$ cat config.mk
export PLATFORM = sky130hd
export DESIGN_NAME = led_pwm_driver
export DESIGN_NICKNAME = d
export VERILOG_FILES = /design/src/rtl/led_pwm_driver.sv
export SDC_FILE = /design/constraint.sdc
export NUM_CORES = 1
export LEC_CHECK = 0
export ABC_AREA = 1
export BUFFER_PORTS_ARGS = -buffer_cell sky130_fd_sc_hd__buf_2
export CORE_ASPECT_RATIO = 0.9
export CORE_MARGIN = 3
export CORE_UTILIZATION = 45
export CTS_CLUSTER_DIAMETER = 100
export CTS_CLUSTER_SIZE = 16
export DETAILED_ROUTE_END_ITERATION = 8
export PLACE_DENSITY = 0.75
export SYNTH_ARGS = -nofsm -noshare
export SYNTH_HDL_FRONTEND = slang
export SYNTH_SLANG_ARGS = --single-unit
$ cat constraint.sdc
create_clock -name clk -period 3.5 [get_ports clk]
set_input_delay 0.7 -clock clk [delete_from_list [all_inputs] [get_ports clk]]
set_output_delay 0.7 -clock clk [all_outputs]
set_load 0.02 [all_outputs]
$ cat src/rtl/led_pwm_driver.sv
// led_pwm_driver: per-LED PWM brightness stage behind the LED register block.
// Optional blink gating is compiled in with `define LED_BLINK_EN.
module led_pwm_driver #(
    parameter int NUM_LEDS  = 4,
    parameter int BLINK_DIV = 13500000
) (
    input  logic                clk,
    input  logic                reset_n,
    input  logic [NUM_LEDS-1:0] leds_i,
    input  logic                drv_sel,
    input  logic                drv_we,
    input  logic [1:0]          drv_addr,
    input  logic [31:0]         drv_data_i,
    output logic                drv_ready,
    output logic [31:0]         drv_data_o,
    output logic [NUM_LEDS-1:0] led_o
);

    localparam int BW = NUM_LEDS * 8;

    if (NUM_LEDS < 1 || NUM_LEDS > 4 || BLINK_DIV < 1) begin : g_bad_param
        $error("led_pwm_driver: illegal NUM_LEDS or BLINK_DIV");
    end

    typedef enum logic {
        IDLE,
        ACK
    } state_t;

    state_t state;
    state_t state_nxt;

    logic [1:0]          addr_q;
    logic                we_q;
    logic [31:0]         wdata_q;
    logic [31:0]         rdata_q;
    logic [31:0]         rd_val;
    logic                wr_ctrl;
    logic                wr_bright;
    logic                wr_prescale;
    logic                ctrl_en;
    logic                ctrl_inv;
    logic [BW-1:0]       bright_q;
    logic [BW-1:0]       shadow_q;
    logic [15:0]         prescale_q;
    logic [15:0]         pre_cnt;
    logic [7:0]          pwm_cnt;
    logic                tick;
    logic [NUM_LEDS-1:0] on;
    logic [NUM_LEDS-1:0] blink_gate;

`ifdef LED_BLINK_EN
    localparam int CW = (BLINK_DIV > 1) ? $clog2(BLINK_DIV) : 1;

    logic [CW-1:0]       blink_cnt;
    logic [NUM_LEDS-1:0] blink_mask;
    logic                phase;

    always_ff @(posedge clk or negedge reset_n) begin
        if (!reset_n) begin
            blink_cnt  <= '0;
            phase      <= 1'b1;
            blink_mask <= '0;
        end else begin
            if (blink_cnt == CW'(BLINK_DIV - 1)) begin
                blink_cnt <= '0;
                phase     <= ~phase;
            end else begin
                blink_cnt <= blink_cnt + CW'(1);
            end
            if (wr_ctrl)
                blink_mask <= wdata_q[8 +: NUM_LEDS];
        end
    end

    assign blink_gate = ~blink_mask | {NUM_LEDS{phase}};
`else
    assign blink_gate = '1;
`endif

    always_ff @(posedge clk or negedge reset_n) begin
        if (!reset_n)
            state <= IDLE;
        else
            state <= state_nxt;
    end

    always_comb begin
        state_nxt = state;
        unique case (state)
            IDLE:    if (drv_sel) state_nxt = ACK;
            ACK:     state_nxt = IDLE;
            default: state_nxt = IDLE;
        endcase
    end

    always_comb begin
        drv_ready  = (state == ACK);
        drv_data_o = drv_ready ? rdata_q : 32'd0;
    end

    // Read value is frozen at capture so ACK returns pre-access state.
    always_comb begin
        rd_val = '0;
        unique case (drv_addr)
            2'd0: begin
                rd_val[1:0] = {ctrl_inv, ctrl_en};
`ifdef LED_BLINK_EN
                rd_val[8 +: NUM_LEDS] = blink_mask;
`endif
            end
            2'd1: rd_val[BW-1:0] = bright_q;
            2'd2: rd_val[15:0]   = prescale_q;
            2'd3: begin
                rd_val[7:0] = pwm_cnt;
`ifdef LED_BLINK_EN
                rd_val[8] = phase;
`endif
            end
            default: rd_val = '0;
        endcase
    end

    always_ff @(posedge clk or negedge reset_n) begin
        if (!reset_n) begin
            addr_q  <= '0;
            we_q    <= 1'b0;
            wdata_q <= '0;
            rdata_q <= '0;
        end else if (state == IDLE && drv_sel) begin
            addr_q  <= drv_addr;
            we_q    <= drv_we;
            wdata_q <= drv_data_i;
            rdata_q <= rd_val;
        end
    end

    assign wr_ctrl     = (state == ACK) && we_q && (addr_q == 2'd0);
    assign wr_bright   = (state == ACK) && we_q && (addr_q == 2'd1);
    assign wr_prescale = (state == ACK) && we_q && (addr_q == 2'd2);

    always_ff @(posedge clk or negedge reset_n) begin
        if (!reset_n) begin
            ctrl_en    <= 1'b0;
            ctrl_inv   <= 1'b1;
            bright_q   <= '1;
            prescale_q <= '0;
        end else begin
            if (wr_ctrl) begin
                ctrl_en  <= wdata_q[0];
                ctrl_inv <= wdata_q[1];
            end
            if (wr_bright)
                bright_q <= wdata_q[BW-1:0];
            if (wr_prescale)
                prescale_q <= wdata_q[15:0];
        end
    end

    assign tick = (pre_cnt == prescale_q);

    // Shadow duty swaps only at period start so a PWM cycle is never torn.
    always_ff @(posedge clk or negedge reset_n) begin
        if (!reset_n) begin
            pre_cnt  <= '0;
            pwm_cnt  <= '0;
            shadow_q <= '1;
        end else begin
            if (wr_prescale || tick)
                pre_cnt <= '0;
            else
                pre_cnt <= pre_cnt + 16'd1;
            if (tick) begin
                pwm_cnt <= pwm_cnt + 8'd1;
                if (pwm_cnt == 8'hFF)
                    shadow_q <= bright_q;
            end
        end
    end

    always_comb begin
        on = '0;
        for (int i = 0; i < NUM_LEDS; i++) begin
            on[i] = ctrl_en & leds_i[i] & blink_gate[i]
                  & ((shadow_q[8*i +: 8] == 8'hFF)
                  || (pwm_cnt < shadow_q[8*i +: 8]));
        end
    end

    always_ff @(posedge clk or negedge reset_n) begin
        if (!reset_n)
            led_o <= '1;
        else
            led_o <= on ^ {NUM_LEDS{ctrl_inv}};
    end

endmodule
Word level (Yosys, flattened, before mapping)
Index checks and enable logic that the tools add are counted.
Storage, ports and cells
  output and inout bits: 37
  input bits: 42
  word-level logic and storage cells: 61
  bits in registers: 178
Operators by class
  $lt $le $gt $ge: 4
  bitwise gates (word level): 10
  add/subtract/negate cells: 2
  reduce and logical (&&, ||, !) cells: 13
  mux-type cells: 8
  equality and inequality tests: 11
Operators by type and width (count)
  $eq 8x8->1 const B: 5
  $lt 8x8->1: 4
  $mux 16: 2
  $mux 32: 1
  $pmux 6 s3: 1
  $add 16x1->16 const B: 1
  $eq 16x16->1: 1
  $pmux 8 s2: 1
  $add 8x1->8 const B: 1
  $and 1x1->1: 8
  $pmux 2 s4: 1
  $eq 2x2->1 const B: 3
  $logic_and 1x1->1: 5
  $logic_or 1x1->1: 5
  $eq 2x1->1 const B: 2
  $logic_not 2->1: 2
  $xor 4x4->4: 1
  $pmux 1 s2: 1
  $reduce_and 2->1: 1
  $mux 1: 1
  $not 1->1: 1

Longest topological paths before layout
Gate-level depths: netlist (run 1).
  depth in word-level cells: 4
  gate-level depth with buffers: 12
  depth with buffers taken out: 12

Worst setup path after synthesis (run 1)
Ideal clock, no wire load.
  kind: reg-to-output
  start point: register state, in the netlist drv_ready
  end point: output port drv_data_o[10]
  required time: 2.800 ns
  stages on the path, launching flop included: 5
  arrival: 1.132 ns
  path slack: 1.668 ns
  path buffers: 2
  cell sequence: dfrtp_1 -> buf_2 -> buf_1 -> nand2_1 -> inv_1
Between the ends
  longest elaborated chain between the ends: 1
RTL lines
  start: declaration: line 30  | state_t state;
  start signal: assignment: line 85  | state <= state_nxt;
  $mux 32: line 99  | drv_data_o = drv_ready ? rdata_q : 32'd0;
  end: declaration: line 15  | output logic [31:0] drv_data_o,
Every way passes these cells.

Worst setup path after layout (run 1)
  start point: register state, in the netlist drv_ready
  end point: output port drv_data_o[0]
The elaborated chain is that of the path after synthesis.

==> impl_metrics.env, run 1 <==
export IMPL_cts_max_path_buffers=2
export IMPL_hold_violations=0
export IMPL_remaining_drc_errors=0
export IMPL_synth_mux_area_frac=0
export IMPL_yosysWarningCount=0
export IMPL_viasPerCell=5.09
export IMPL_ir_drop_mv=0.362
export IMPL_cp_arrival_ns=1.96
export IMPL_avgSynthCellArea_um2=8.45
export IMPL_nets=1180
export IMPL_synth_top_family_by_area="simple AND/OR/NAND/NOR gates"
export IMPL_drt_wl_total_um=20400
export IMPL_period_needed_ns=2.66
export IMPL_fin_tns_setup_ns=0
export IMPL_endpoint_kind="primary output"
export IMPL_ios=79
export IMPL_grt_total_usage=0.199
export IMPL_diodes=0
export IMPL_async_flop_share=1.00
export IMPL_cts_resized=0
export IMPL_critical_path_class="reg -> out"
export IMPL_routedWlPerCell_um=15.0
export IMPL_period_share=0.759
export IMPL_synthXorXnorAreaFrac=0.0328
export IMPL_io_buffers=78
export IMPL_gp_congestion=0.854
export IMPL_setup_viol=0
export IMPL_placement_cell_area_um2=9370
export IMPL_skew_ns=0.0116
export IMPL_die_y_um=139
export IMPL_grt_pass1_vias=6853
export IMPL_p_leak_nw=5.20
export IMPL_required_ns=2.80
export IMPL_vias=6936
export IMPL_final_util=0.528
export IMPL_synthTopCellsByArea="dfrtp_1, dfstp_2, nand2_1"
export IMPL_ys_ff_latch=178
export IMPL_syn_inst=1042
export IMPL_rsz0062_at_grt="no"
export IMPL_grt_pass1_wl_um=34400
export IMPL_cts_root_buf="clkbuf_16"
export IMPL_min_path_type="in -> async"
export IMPL_ys_flop_type="dfrtp_1"
export IMPL_insertion_delay_ns=0.44
export IMPL_fin_area_um2=9940
export IMPL_yosysTopAreaCell="dfrtp_1"
export IMPL_grt_max_degree=99
export IMPL_report_final_slew_viol_count=0
export IMPL_fp_dieW_um=153
export IMPL_cts_buffers_inserted=17
export IMPL_outcome="complete, no violations"
export IMPL_yosys_area_share_simple=0.242
export IMPL_antenna_found_initial=0
export IMPL_startpoint_type="flop"
export IMPL_cts_setup_buffers=0
export IMPL_detail_route_iter0_violations=498
export IMPL_cts_hold_repair_buffers=0
export IMPL_cts_tree="yes"
export IMPL_relSlewSlack=0.417
export IMPL_cap_violations=0
export IMPL_critPathMaxFanout=19
export IMPL_syn2layout_area_growth_pct=12.9
export IMPL_syn_nets=1118
export IMPL_cts_max_level=4
export IMPL_synth_cell_types=31
export IMPL_max_freq_ghz=0.376
export IMPL_synth_compound_area_share=0.0787
export IMPL_syn_area_um2=8800
export IMPL_synthAdderAreaFrac=0.0483
export IMPL_rows=47
export IMPL_dieArea_um2=21300
export IMPL_drive_above_1_share=0.192
export IMPL_p_per_area_nw_per_um2=637
export IMPL_dr_pass1_iters=5
export IMPL_seq_area_frac_synth=0.516
export IMPL_worst_slew_pin_slew_ns=0.874
export IMPL_initial_core_util=0.468
export IMPL_netlist_area_leader_share=0.310
export IMPL_synth_edff_count=0
export IMPL_clkSlewWorstSetupHoldPaths_ns=0.07
export IMPL_cts_sinks=178
export IMPL_drtAntennaViolNets=0
export IMPL_dp_hpwl_um=13900
export IMPL_grt_overflow_total=0
export IMPL_core_area_um2=18800
cells in the mapped netlist (all sizes together), types with 2 or more instances:
master and number:
inv 130, nor3 12, clkbuf 25, dfrtp 109, ha 34, dfstp 69, nand3 41, nand4 38
nor2 43, nor4 4, xor2 21, buf 22, xnor2 12, a21oi 14, o21ai 95, a22o 14
a41oi 2, nand2 355
state kept, by name, summed over array words and instances (netlist names), 4 cells and up:
register    count
wdata_q        32
shadow_q       32
pre_cnt        16
prescale_q     16
rdata_q        32
bright_q       32
pwm_cnt         8
led_o           4
cell type report:
type	count	area, µm²
flip-flops and latches	178	4540
multi-input cells	687	3540
well taps	245	307
clock inverters	15	145
fillers	1709	8880
repair buffers	90	487
clock buffers	17	425
inverters	130	490
worst paths after layout:
kind / endpoint / startpoint / slack (ns) / depth (start not counted)
max: drv_data_o[0] / drv_ready / 0.84 / 4
min: we_q / reset_n / 0.26 / 1
max reg2reg: bright_q[31] / drv_ready / 1.23 / 5
min reg2reg: shadow_q[15] / shadow_q[15] / 0.46 / 2
max in group asynchronous: bright_q[16] / reset_n / 2.30 / 2
min in group clk: shadow_q[15] / shadow_q[15] / 0.46 / 2
cells in the final DEF, fill, tap and decap left out, types with 5 or more instances in the layout:
| cell type | instances |
|---|---|
| dfrtp_1 | 109 |
| inv_1 | 129 |
| dfstp_2 | 69 |
| buf_4 | 12 |
| nand2_1 | 352 |
| o21ai_0 | 94 |
| nor2_2 | 13 |
| nor3_1 | 12 |
| clkbuf_16 | 17 |
| nand3_1 | 38 |
| a22o_1 | 14 |
| xnor2_1 | 12 |
| buf_2 | 77 |
| inv_8 | 5 |
| nand4_1 | 38 |
| xor2_1 | 21 |
| ha_1 | 34 |
| a21oi_1 | 14 |
| nor2_1 | 27 |
layer usage:
| metal | vias up | part of all wire | GRT usage |
|---|---|---|---|
| li1 | 3428 | - | - |
| met2 | 177 | 0.47 | 0.326 |
| met4 | 0 | 0.020 | 0.0618 |
| met5 | - | 0 | 0 |
| met1 | 3291 | 0.46 | 0.272 |
| met3 | 40 | 0.048 | 0.0353 |
stage by stage:
step	hold WS, ns	power, mW	std cells	worst slack, ns
3_5_place_dp	0.454	4.47	1330	1.26
3_3_place_gp	0.450	4.40	1330	1.25
5_1_grt	0.303	6.71	1362	0.707
4_1_cts	0.275	6.34	1362	0.834
2_1_floorplan	0.404	3.98	1042	1.67
6_report	0.257	6.33	1362	0.844
cell families (layout without fill, tap and decap cells):
kind of cell    count (synthesis)  in the layout
compound gates                126            126
xor+xnor                       33             33
fa+ha+maj                      34             34
buf+inv                       177            252
flops                         178            178
simple gates                  494            494
report_power, final:
part | internal (mW) | total, mW | switching (mW) | leakage (nW)
Clock | 0.948 | 1.86 | 0.912 | 0.277
Sequential | 2.61 | 3.05 | 0.447 | 2.13
Combinational | 0.536 | 1.42 | 0.880 | 2.79
critical path, stage by stage (launching register included):
cell     delay (ns)
dfrtp_1        0.77
buf_4          0.38
nand2_1        0.14
inv_1          0.07
buf_2          0.15
(Power assumes the default switching activity.)
==> run 2: changes to the inputs <==
--- a/config.mk
+++ b/config.mk
@@ -5,7 +5,7 @@
 export SDC_FILE = /design/constraint.sdc
 export NUM_CORES = 1
 export LEC_CHECK = 0
-export ABC_AREA = 1
+export ABC_AREA = 0
 export BUFFER_PORTS_ARGS = -buffer_cell sky130_fd_sc_hd__buf_2
 export CORE_ASPECT_RATIO = 0.9
 export CORE_MARGIN = 3
@@ -13,7 +13,7 @@
 export CTS_CLUSTER_DIAMETER = 100
 export CTS_CLUSTER_SIZE = 16
 export DETAILED_ROUTE_END_ITERATION = 8
-export PLACE_DENSITY = 0.75
+export PLACE_DENSITY = 0.78
 export SYNTH_ARGS = -nofsm -noshare
 export SYNTH_HDL_FRONTEND = slang
 export SYNTH_SLANG_ARGS = --single-unit
==> constraint.sdc (replaced) <==
create_clock -name clk -period 2.2 [get_ports clk]
set_input_delay 0.44 -clock clk [delete_from_list [all_inputs] [get_ports clk]]
set_output_delay 0.44 -clock clk [all_outputs]
set_load 0.02 [all_outputs]
==> run 2 against run 1 <==
Synthesized cell count down 26%; clock-buffer cell count up 2; cell area up 0.26%; largest cell class unchanged; largest power group unchanged; hold slack worse by 0.065 ns; register-to-register slack worse by 1.0 ns; cell count down 18%; worst setup slack worse by 0.63 ns; wire length down 4.0%.
==> impl_metrics.env, run 2 <==
export IMPL_outcome="complete, no violations"
export IMPL_layout_common_cells="nand2_1, dfrtp_1, buf_2, dfstp_2, mux2_2"
export IMPL_power_total_mw=10.4
export IMPL_cts_max_path_buffers=2
export IMPL_synth_edff_count=0
export IMPL_yosysMostFrequentCell="nand2_1"
export IMPL_cts_sinks=178
export IMPL_cts_resized=0
export IMPL_relSlewSlack=0.521
export IMPL_core_area_um2=18500
export IMPL_post_place_ws_ns=0.201
export IMPL_netlist_area_leader_share=0.320
export IMPL_drive_above_1_share=0.335
export IMPL_ios=79
export IMPL_p_per_area_nw_per_um2=1040
export IMPL_initial_core_util=0.461
export IMPL_endpoint_kind="flop"
export IMPL_placement_cell_area_um2=9320
export IMPL_place_inst=1087
export IMPL_syn_nets=851
export IMPL_syn2layout_area_growth_pct=17.0
export IMPL_required_ns=2.56
export IMPL_io_buffers=78
export IMPL_ys_flop_type="dfrtp_1"
export IMPL_fin_area_um2=9960
export IMPL_holdCritStartpoint="drv_data_i[17]"
export IMPL_grt_pass1_vias=6232
export IMPL_rsz0062_at_grt="no"
export IMPL_remaining_drc_errors=0
export IMPL_cp_arrival_ns=2.35
export IMPL_setup_viol=0
export IMPL_min_delay_worst_endpoint="wdata_q[17]"
export IMPL_cts_root_buf="clkbuf_16"
export IMPL_startpoint_type="flop"
export IMPL_insertion_delay_ns=0.43
export IMPL_fin_tns_setup_ns=0
export IMPL_syn_area_um2=8510
export IMPL_nets=938
export IMPL_diodes=0
export IMPL_cap_violations=0
export IMPL_drtAntennaViolNets=0
export IMPL_ff2ff_path_depth=6
export IMPL_hold_violations=0
export IMPL_ys_ff_latch=178
export IMPL_detail_route_iter0_violations=437
export IMPL_routedWlPerCell_um=17.5
export IMPL_syn_inst=775
export IMPL_ir_drop_mv=0.636
export IMPL_rows=47
export IMPL_final_common_cell="nand2_1"
export IMPL_reg2reg_slack_ns=0.22
export IMPL_async_flop_share=1.00
export IMPL_p_leak_nw=4.74
export IMPL_r2r_start="prescale_q[3]"
export IMPL_viasPerCell=5.42
export IMPL_reg2reg_to="shadow_q[30]"
export IMPL_antenna_found_initial=0
export IMPL_cts_max_level=4
export IMPL_yosysTopAreaCell="dfrtp_1"
export IMPL_seq_area_frac_synth=0.533
export IMPL_critPathMaxFanout=16
export IMPL_synth_cell_types=35
export IMPL_skew_ns=0.00691
export IMPL_worst_slew_pin_slew_ns=0.719
export IMPL_grt_overflow_total=0
export IMPL_dr_pass1_iters=6
export IMPL_synthTopCellsByArea="dfrtp_1, dfstp_2, nand2_1"
export IMPL_critical_path_class="reg -> reg"
export IMPL_avgSynthCellArea_um2=11.0
export IMPL_dieArea_um2=20600
export IMPL_fp_dieW_um=151
export IMPL_cts_tree="yes"
export IMPL_period_needed_ns=1.98
export IMPL_final_cells=1120
export IMPL_period_share=0.902
export IMPL_vias=6071
export IMPL_cts_buffers_inserted=17
export IMPL_grt_pass1_wl_um=32400
export IMPL_yosysWarningCount=0
export IMPL_min_path_type="in -> reg"
export IMPL_grt_total_usage=0.203
export IMPL_max_freq_ghz=0.504
export IMPL_clkSlewWorstSetupHoldPaths_ns=0.07
export IMPL_gp_congestion=0.833
export IMPL_holdPathStages=3
export IMPL_synthTopCellsByCount="nand2_1, dfrtp_1, dfstp_2"
export IMPL_dp_hpwl_um=13600
export IMPL_grt_max_degree=72
export IMPL_report_final_slew_viol_count=0
export IMPL_fin_ws_ns=0.215
export IMPL_die_y_um=136
export IMPL_drt_wl_total_um=19600
-- run 2: cell types whose count changed after synthesis, sizes merged, moves of 8 or more --
cell and change:
nand2 -189, a222oi +8, and2 +32, mux2 +83, buf -13, xnor2 +18
o21ai -73, nand3 -15, inv -96, a22o -14, xor2 -14, nor2 -16
nand4 -14, a22oi +8
-- run 2: cells by family (layout without fill, tap and decap cells) --
logic type	Yosys count	count (layout)	share of synthesized area
and+or+nand+nor	305	305	0.168
DFF	178	178	0.533
muxes	83	83	0.123
buffers and inverters	70	170	0.0340
AOI/OAI and AO/OA	68	68	0.0535
xor gates and xnor gates	37	37	0.0381
adders and majority gates	34	34	0.0500
-- run 2: timing repair --
action	in CTS	in global routing
hold buffers	1	0
setup buffers	0	0
hold endpoints to repair	22	0
setup endpoints to repair	0	0
-- run 2: how the worst max path moves through the flow --
stage                  startpoint           end  slack [ns]  cells past startpoint
finish              prescale_q[3]  shadow_q[30]        0.22                      6
global route        prescale_q[2]  shadow_q[30]        0.15                      6
CTS                 prescale_q[3]  shadow_q[21]        0.18                      6
detailed placement  prescale_q[3]   shadow_q[1]        0.20                      6
global placement    prescale_q[3]   shadow_q[7]        0.23                      6
floorplan              pre_cnt[2]  shadow_q[10]        0.12                      7
-- run 2: stage by stage --
step,util,hold slack [ns]
floorplan,-,0.144
global placement,0.504,0.404
detailed placement,0.504,0.402
CTS,0.540,0.173
global route,0.540,0.185
finish,0.540,0.191
-- run 2: layout make-up --
class                   count  area, µm²
inverters                  35        131
fillers                  1575       8500
multi-input cells         527       3680
repair buffers            103        662
well taps                 245        307
clock buffers              19        453
clock inverters            13        184
flip-flops and latches    178       4540
-- run 2: routing by layer --
layer  vias up  GRT usage  part of all wire
met5         -          0                 0
met4         0     0.0866             0.027
met3        41     0.0433             0.048
met2       163      0.328              0.49
met1      3043      0.266              0.43
li1       2824          -                 -
-- run 2: power breakdown --
group          total [mW]  switching (mW)  internal [mW]  leakage (nW)
sequential           5.04           0.795           4.24          2.13
combinational        2.13            1.05           1.08          2.29
clock                3.23            1.27           1.96         0.317
-- run 2: worst max-delay path, cell delays in order, from the launching register on --
cell and delay [ns]:
dfrtp_1 0.41, xnor2_1 0.23, nand4_1 0.18, nor4_4 0.40, nand4_4 0.18, buf_12 0.20, mux2_4 0.30
